===== src/rtl/point_stream_renderer.sv =====
// Point stream renderer: reads a bounded list of packed 3-D points from ZBT
// SRAM, re-times them past the fixed read latency into a small FIFO, and
// presents them with depth shading on a valid/ready stream.
module point_stream_renderer #(
    parameter int unsigned ADDR_W     = 19,
    parameter int unsigned COORD_W    = 10,
    parameter int unsigned PIX_W      = 8,
    parameter int unsigned READ_LAT   = 2,
    parameter int unsigned FIFO_DEPTH = 4
) (
    input  logic               clk,
    input  logic               reset_n,
    input  logic               start,
    input  logic [ADDR_W-1:0]  base_addr,
    input  logic [ADDR_W-1:0]  num_points,
    input  logic [1:0]         mode,
    output logic [ADDR_W-1:0]  zbt0_read_addr,
    input  logic [35:0]        zbt0_read_data,
    output logic               out_valid,
    input  logic               out_ready,
    output logic [COORD_W-1:0] out_x,
    output logic [COORD_W-1:0] out_y,
    output logic [COORD_W-1:0] out_z,
    output logic [PIX_W-1:0]   out_pixel,
    output logic               busy,
    output logic               done
);

    localparam int unsigned WORD_W = 3 * COORD_W;
    localparam int unsigned PTR_W  = $clog2(FIFO_DEPTH);
    localparam int unsigned CNT_W  = PTR_W + 1;
    localparam int unsigned CR_W   = $clog2(FIFO_DEPTH + READ_LAT + 1) + 1;

    typedef enum logic [1:0] {
        S_IDLE,
        S_FETCH,
        S_DRAIN,
        S_DONE
    } state_t;

    state_t              state_q, state_d;
    logic [ADDR_W-1:0]   base_q, base_d;
    logic [ADDR_W-1:0]   num_q, num_d;
    logic [ADDR_W-1:0]   issued_q, issued_d;
    logic [ADDR_W-1:0]   addr_q, addr_d;
    logic [1:0]          mode_q, mode_d;

    logic [READ_LAT-1:0] tag_q;
    logic [WORD_W-1:0]   fifo_mem_q [FIFO_DEPTH];
    logic [PTR_W-1:0]    wr_ptr_q, rd_ptr_q;
    logic [CNT_W-1:0]    count_q;

    logic [CR_W-1:0]     inflight;
    logic [CR_W-1:0]     credit_used;
    logic                issue;
    logic                fifo_wr;
    logic                fifo_pop;
    logic                fifo_empty;
    logic [WORD_W-1:0]   head;
    logic [COORD_W-1:0]  head_z;
    logic [PIX_W-1:0]    shade_top;
    logic [PIX_W-1:0]    pixel;

    // Count reads still travelling through the latency pipeline.
    always_comb begin
        inflight = '0;
        for (int unsigned i = 0; i < READ_LAT; i++) begin
            inflight = inflight + CR_W'(tag_q[i]);
        end
    end

    // Credit rule: every in-flight read already owns a FIFO slot, so the
    // FIFO can never overflow regardless of downstream backpressure.
    assign credit_used = inflight + CR_W'(count_q);
    assign issue       = (state_q == S_FETCH) && (credit_used < CR_W'(FIFO_DEPTH));
    assign fifo_wr     = tag_q[READ_LAT-1];
    assign fifo_empty  = (count_q == '0);
    assign fifo_pop    = !fifo_empty && out_ready;

    // Pass sequencing, parameter capture and read address generation.
    always_comb begin
        state_d  = state_q;
        base_d   = base_q;
        num_d    = num_q;
        mode_d   = mode_q;
        issued_d = issued_q;
        addr_d   = addr_q;
        case (state_q)
            S_IDLE: begin
                if (start) begin
                    base_d   = base_addr;
                    num_d    = num_points;
                    mode_d   = mode;
                    issued_d = '0;
                    state_d  = (num_points == '0) ? S_DONE : S_FETCH;
                end
            end
            S_FETCH: begin
                if (issue) begin
                    addr_d   = base_q + issued_q;
                    issued_d = issued_q + ADDR_W'(1);
                    if (issued_q == num_q - ADDR_W'(1)) begin
                        state_d = S_DRAIN;
                    end
                end
            end
            S_DRAIN: begin
                if (inflight == '0 && fifo_empty) begin
                    state_d = S_DONE;
                end
            end
            default: begin
                state_d = S_IDLE;
            end
        endcase
    end

    // Address is driven combinationally in the issue cycle so the first
    // read leaves one cycle after start; addr_q only holds it afterwards.
    assign zbt0_read_addr = addr_d;
    assign busy           = (state_q != S_IDLE);
    assign done           = (state_q == S_DONE);

    // Control state registers.
    always_ff @(posedge clk or negedge reset_n) begin
        if (!reset_n) begin
            state_q  <= S_IDLE;
            base_q   <= '0;
            num_q    <= '0;
            mode_q   <= '0;
            issued_q <= '0;
            addr_q   <= '0;
        end else begin
            state_q  <= state_d;
            base_q   <= base_d;
            num_q    <= num_d;
            mode_q   <= mode_d;
            issued_q <= issued_d;
            addr_q   <= addr_d;
        end
    end

    // Read-tag pipeline and FIFO pointers/occupancy.
    always_ff @(posedge clk or negedge reset_n) begin
        if (!reset_n) begin
            tag_q    <= '0;
            wr_ptr_q <= '0;
            rd_ptr_q <= '0;
            count_q  <= '0;
        end else begin
            tag_q[0] <= issue;
            for (int unsigned i = 1; i < READ_LAT; i++) begin
                tag_q[i] <= tag_q[i-1];
            end
            if (fifo_wr) begin
                wr_ptr_q <= wr_ptr_q + PTR_W'(1);
            end
            if (fifo_pop) begin
                rd_ptr_q <= rd_ptr_q + PTR_W'(1);
            end
            case ({fifo_wr, fifo_pop})
                2'b10:   count_q <= count_q + CNT_W'(1);
                2'b01:   count_q <= count_q - CNT_W'(1);
                default: count_q <= count_q;
            endcase
        end
    end

    // FIFO storage; contents are never observed while empty.
    always_ff @(posedge clk) begin
        if (fifo_wr) begin
            fifo_mem_q[wr_ptr_q] <= zbt0_read_data[WORD_W-1:0];
        end
    end

    if (WORD_W < 36) begin : g_unused_hi
        logic unused_word_hi;
        assign unused_word_hi = ^zbt0_read_data[35:WORD_W];
    end

    assign head   = fifo_mem_q[rd_ptr_q];
    assign head_z = head[COORD_W-1:0];

    // Depth-to-intensity shading of the FIFO head.
    always_comb begin
        shade_top = head_z[COORD_W-1 -: PIX_W];
        pixel     = '0;
        case (mode_q)
            2'd0:    pixel = shade_top;
            2'd1:    pixel = ~shade_top;
            2'd2:    pixel = '1;
            default: pixel = ((head_z >> PIX_W) == '0) ? head_z[PIX_W-1:0] : '1;
        endcase
    end

    assign out_valid = !fifo_empty;
    assign out_x     = out_valid ? head[3*COORD_W-1 -: COORD_W] : '0;
    assign out_y     = out_valid ? head[2*COORD_W-1 -: COORD_W] : '0;
    assign out_z     = out_valid ? head_z : '0;
    assign out_pixel = out_valid ? pixel : '0;

endmodule


===== config.mk =====
export PLATFORM = sky130hd
export DESIGN_NAME = point_stream_renderer
export DESIGN_NICKNAME = d
export VERILOG_FILES = /design/src/rtl/point_stream_renderer.sv
export SDC_FILE = /design/constraint.sdc
export NUM_CORES = 1
export LEC_CHECK = 0
export CAP_MARGIN = 40
export CORE_AREA = 3 3 108 188
export DETAILED_ROUTE_END_ITERATION = 10
export DIE_AREA = 0 0 111 191
export GPL_ROUTABILITY_DRIVEN = 0
export MAX_ROUTING_LAYER = met4
export PLACE_DENSITY_LB_ADDON = 0.1
export SKIP_LAST_GASP = 1
export SYNTH_ARGS = -nofsm -noshare
export SYNTH_HDL_FRONTEND = slang
export SYNTH_SLANG_ARGS = --single-unit

===== constraint.sdc =====
create_clock -name clk -period 3.4 [get_ports clk]
set_input_delay 0.34 -clock clk [delete_from_list [all_inputs] [get_ports clk]]
set_output_delay 0.34 -clock clk [all_outputs]
set_load 0.02 [all_outputs]

* Word level (Yosys, flattened, before mapping)
Memory sizes are Yosys's and may differ from the RTL's.
Cells that the tools add are included.
W data, S select, Z words.
** Word-level totals
- Output and inout bits :: 60
- Bits of input ports :: 80
- Bits in writable memories :: 120
- Memories :: 1
- Flip-flop bits (word level) :: 89
** Memory list
- fifo_mem_q :: words 4, bits a word 30, read ports 1, clocked after memory_dff 0, wr ports 1, line 49 : logic [WORD_W-1:0] fifo_mem_q [FIFO_DEPTH];
** Operators by class
- Equality and inequality tests :: 12
- Add/sub/neg operators :: 9
- Mux-type cells :: 20
- Bitwise gates (word level) :: 1
- Reduce and logical (&&, ||, !) cells :: 16
- Magnitude comparators :: 1
** Operators by type and width (count)
- $mux W19 :: 4
- $pmux W19 S2 :: 1
- $mux W10 :: 3
- $pmux W8 S3 :: 1
- $add A19 B1 Y19 const B :: 1
- $add A19 B19 Y19 :: 1
- $eq A19 B19 Y1 :: 1
- $logic_not A19 Y1 :: 1
- $sub A19 B1 Y19 const B :: 1
- $mux W8 :: 2
- $logic_not A10 Y1 :: 1
- $mux W2 :: 5
- $eq A2 B2 Y1 const B :: 4
- $not A8 Y8 :: 1
- $eq A2 B1 Y1 const B :: 3
- $ne A2 B2 Y1 const B :: 3
- $pmux W2 S3 :: 1
- $pmux W3 S2 :: 1
- $reduce_bool A2 Y1 :: 3
- $add A2 B1 Y2 const B :: 2
- $add A2 B3 Y4 :: 1
- $logic_not A2 Y1 :: 2
- $logic_not A4 Y1 :: 1
- $lt A4 B3 Y1 const B :: 1
- 11 further kinds :: 14

* Longest topological paths before layout
- Word-level depth :: 6
- Gate-level depth with buffers :: 10

* Worst setup path after synthesis
Ideal clock, no wire load.
- Kind :: register to output
- From :: register issued_q[0]
- To :: output zbt0_read_addr[16]
- Buffers on the path :: 0
- Required time :: 3.060 ns
- Stages on the path, launching flop included :: 11
- Path slack :: 0.494 ns
- Arrival :: 2.566 ns
- Cell sequence :: dfrtp_1 -> ha_1 -> inv_1 -> fa_1 -> nor2b_1 -> o31ai_1 -> a2111o_1 -> o211ai_1 -> a31oi_1 -> xor2_1 -> o21ai_0
** Between the ends
- Cells in the longest elaborated chain, start to end :: 3
** Ends and longest elaborated chain
- start, declared :: line 44 : logic [ADDR_W-1:0] issued_q, issued_d;
- start signal, assigned :: line 138 : issued_q <= issued_d;
- $add A19 B19 Y19 :: line 100 : addr_d = base_q + issued_q;
- $mux W19 :: line 99 : if (issue) begin
- $mux W19 :: line 88 : case (state_q)
- end, declared :: line 17 : output logic [ADDR_W-1:0] zbt0_read_addr,
No other way between the ends.

* Final worst setup path
Same ends and word-level chain as after synthesis.

==> results.cfg <==
[logic_synthesis]
ys.flop_type = edfxtp_1
synth_seq_area_share = 0.566
ys_top_cells_by_area = edfxtp_1, dfrtp_1, mux4_2
synthArstFlopShare = 0.426
syn_nets = 895
synth_common_cells = edfxtp_1, dfrtp_1, nand2_1, mux2_2, nor2_1
synth-edff-count = 120
yosysTopAreaCell = edfxtp_1
synth_top_area_frac = 0.350
yosysUniqueCellTypes = 70
synthesis.instances = 780
synth_most_common_cell = edfxtp_1
yosys_warnings = 0
synth_area_sq_um = 10300
ys_seq_elements = 209
avgSynthCellArea_sq_um = 13.2

[grt]
overflow = 0
grt.total_usage = 0.231
antenna_found_initial = 0
grt_pass1_wl_um = 38400
grt_max_degree = 90
grt_pass1_vias = 7524

[place]
port-buffer-count = 133
dp_hpwl_um = 16600
place_inst = 1147

[worst_setup_path]
cp_slowest_stage_delay_ns = 0.48
cp_data_required_time_ns = 3.06
crit_fanout = 3
cp-start-kind = flop
critPathCaptureType = output port
worst_ep_arrival_time_ns = 2.97
criticalPathCategory = flop to output port
crit_chain = ha_4 > inv_1 > fa_2 > nor2b_2 > o31ai_2 > a2111o_1 > o211ai_1 > a31oi_1 > xor2_1 > o21ai_1 > clkbuf_2
crit_slowest_cell = a2111o_1

[timing]
rsz0062_at_grt = yes
finalHoldViolCount = 0
fin_crit_ns = 3.31
period_share = 0.973
setup_viol = 0
slew_headroom = 0.451
timing.fmax_ghz = 0.302
worst_pin_slew_ns = 0.816
slew_violations = 0
finClkSkew_ns = 0.0123

[cts]
cts_tree = built
htree_levels = 1
cts.path.max_buffers = 3
numCtsBuffers = 21
clk-insertion-delay-late_ns = 0.50
root_buffer = clkbuf_16
cts.clk_slew.worst_paths_ns = 0.06
cts_sinks = 209

[floorplanning]
num_rows = 67
initial_utilization = 0.541
die_w_um = 111
pin_count = 140
die_area_sq_um = 21200
die_y_um = 191
core_area_sq_um = 19000

[final_layout]
final_util = 0.674
area_growth_pct = 24.4
instances_no_fill = 1190
drive_gt1_frac = 0.179
nets = 1049
num_antenna_cells = 0
fill_cells = 1414

[run]
drv_cap = 0

[route]
ant_nets = 0
via_per_inst = 5.90
vias = 7023
totalWireLength_um = 23400
routedWlPerCell_um = 19.7
remaining_drc_errors = 0
first_pass_iters = 4
drt_iter0_drc = 298

[power]
p_leak_nw = 4.97
power_density_nw_per_um2 = 925
ir_drop_uv = 889

[min_path]
hold_class = input pin to async pin

[outcome]
status = finished clean
[kinds of logic after synthesis]
| kind of cell | share of synthesized area |
|---|---|
| buffers and inverters | 0.0227 |
| AND/OR/NAND/NOR | 0.111 |
| XOR/XNOR | 0.0561 |
| adder cells (fa/ha/maj) | 0.0440 |
| flip-flops | 0.566 |
| multiplexers | 0.120 |
| AO/OA/AOI/OAI | 0.0813 |
[cell type report]
cell class                 instances  area [sq um]  share of cell area
clock inverter                     9           156              0.0122
tap                              241           302              0.0235
timing repair buffer             160          1550               0.121
inverter                          28           109             0.00849
multi-input combinational        514          4290               0.335
clock buffer                      29           573              0.0447
sequential                       209          5830               0.455
[worst max-delay path, delay by kind of cell (launching register included)]
family	cells	cell delay, ns
compound gates	5	0.99
xor+xnor	1	0.16
fa+ha+maj	2	0.51
buf+inv	2	0.25
flops	1	0.41
simple gates	1	0.15
[state kept, by name, indices dropped and copies added (netlist names)]
name        flops
fifo_mem_q    120
addr_q         19
base_q         19
issued_q       19
num_q          19
count_q         3
mode_q          2
rd_ptr_q        2
state_q         2
tag_q           2
wr_ptr_q        2
[per-layer routing]
metal,wire length [um],GRT usage,part of all wire
met1,8310,0.242,0.36
met5,0,-,0
met2,13300,0.438,0.57
met4,749,0.0787,0.032
met3,1040,0.0355,0.044
[final timing paths]
path / cells past startpoint / slack [ns] / endpoint / start
setup / recovery: 11 / 0.09 / zbt0_read_addr[16] / issued_q[0]$_DFFE_PN0P_
hold / removal: 3 / 0.40 / addr_q[13]$_DFF_PN0_ / reset_n
setup reg to reg: 10 / 0.28 / state_q[1]$_DFFE_PN0P_ / tag_q[1]$_DFF_PN0_
hold reg to reg: 0 / 0.43 / tag_q[1]$_DFF_PN0_ / tag_q[0]$_DFF_PN0_
max in group asynchronous: 3 / 2.56 / state_q[1]$_DFFE_PN0P_ / reset_n
min in group clk: 0 / 0.43 / tag_q[1]$_DFF_PN0_ / tag_q[0]$_DFF_PN0_
[through the flow]
step           total power [W]  instance area (sq um)  TNS, ns  hold WS (ns)  worst slack (ns)
6_report                0.0119                  12800        0         0.396            0.0921
5_1_grt                 0.0126                  12800   -0.277         0.444           -0.0988
4_1_cts                 0.0119                  12800   -0.763         0.436            -0.258
3_5_place_dp           0.00949                  12000        0         0.415            0.0859
3_3_place_gp           0.00933                  12000        0         0.413             0.145
2_1_floorplan          0.00732                  10300        0        0.0444             0.494
[where the power goes]
| part | internal, W | total, W | switching [W] |
|---|---|---|---|
| registers | 0.00334 | 0.00390 | 0.000569 |
| logic | 0.00265 | 0.00553 | 0.00289 |
| clock network | 0.00149 | 0.00243 | 0.000936 |
| total | 0.00747 | 0.0119 | 0.00439 |
[cell usage in the layout (no fill, tap or decap), types with 7 or more instances in the layout]
cell type	n
edfxtp_1	120
clkdlybuf4s50_1	113
dfrtp_1	88
nand2_1	45
mux2_2	43
nor2_1	38
and2_1	36
xor2_1	33
xnor2_1	33
ha_1	32
mux4_2	30
inv_1	27
o21ai_0	26
buf_4	25
clkbuf_16	21
a21oi_1	16
nand3_1	14
nor4_1	14
nor3_1	13
and3_1	11
nand4_1	10
a21o_1	8
o22a_1	8
or3_1	7
[timing repair]
| action | 4_1_cts | 5_1_grt |
|---|---|---|
| gates resized for setup | 29 | 37 |
| endpoints found under the hold margin | 89 | 0 |
| endpoints found under the setup margin | 23 | 27 |
| pin swaps | 0 | 6 |
| setup buffers | 0 | 4 |
| hold buffers | 1 | 0 |
Power figures use the tool's default switching activity.
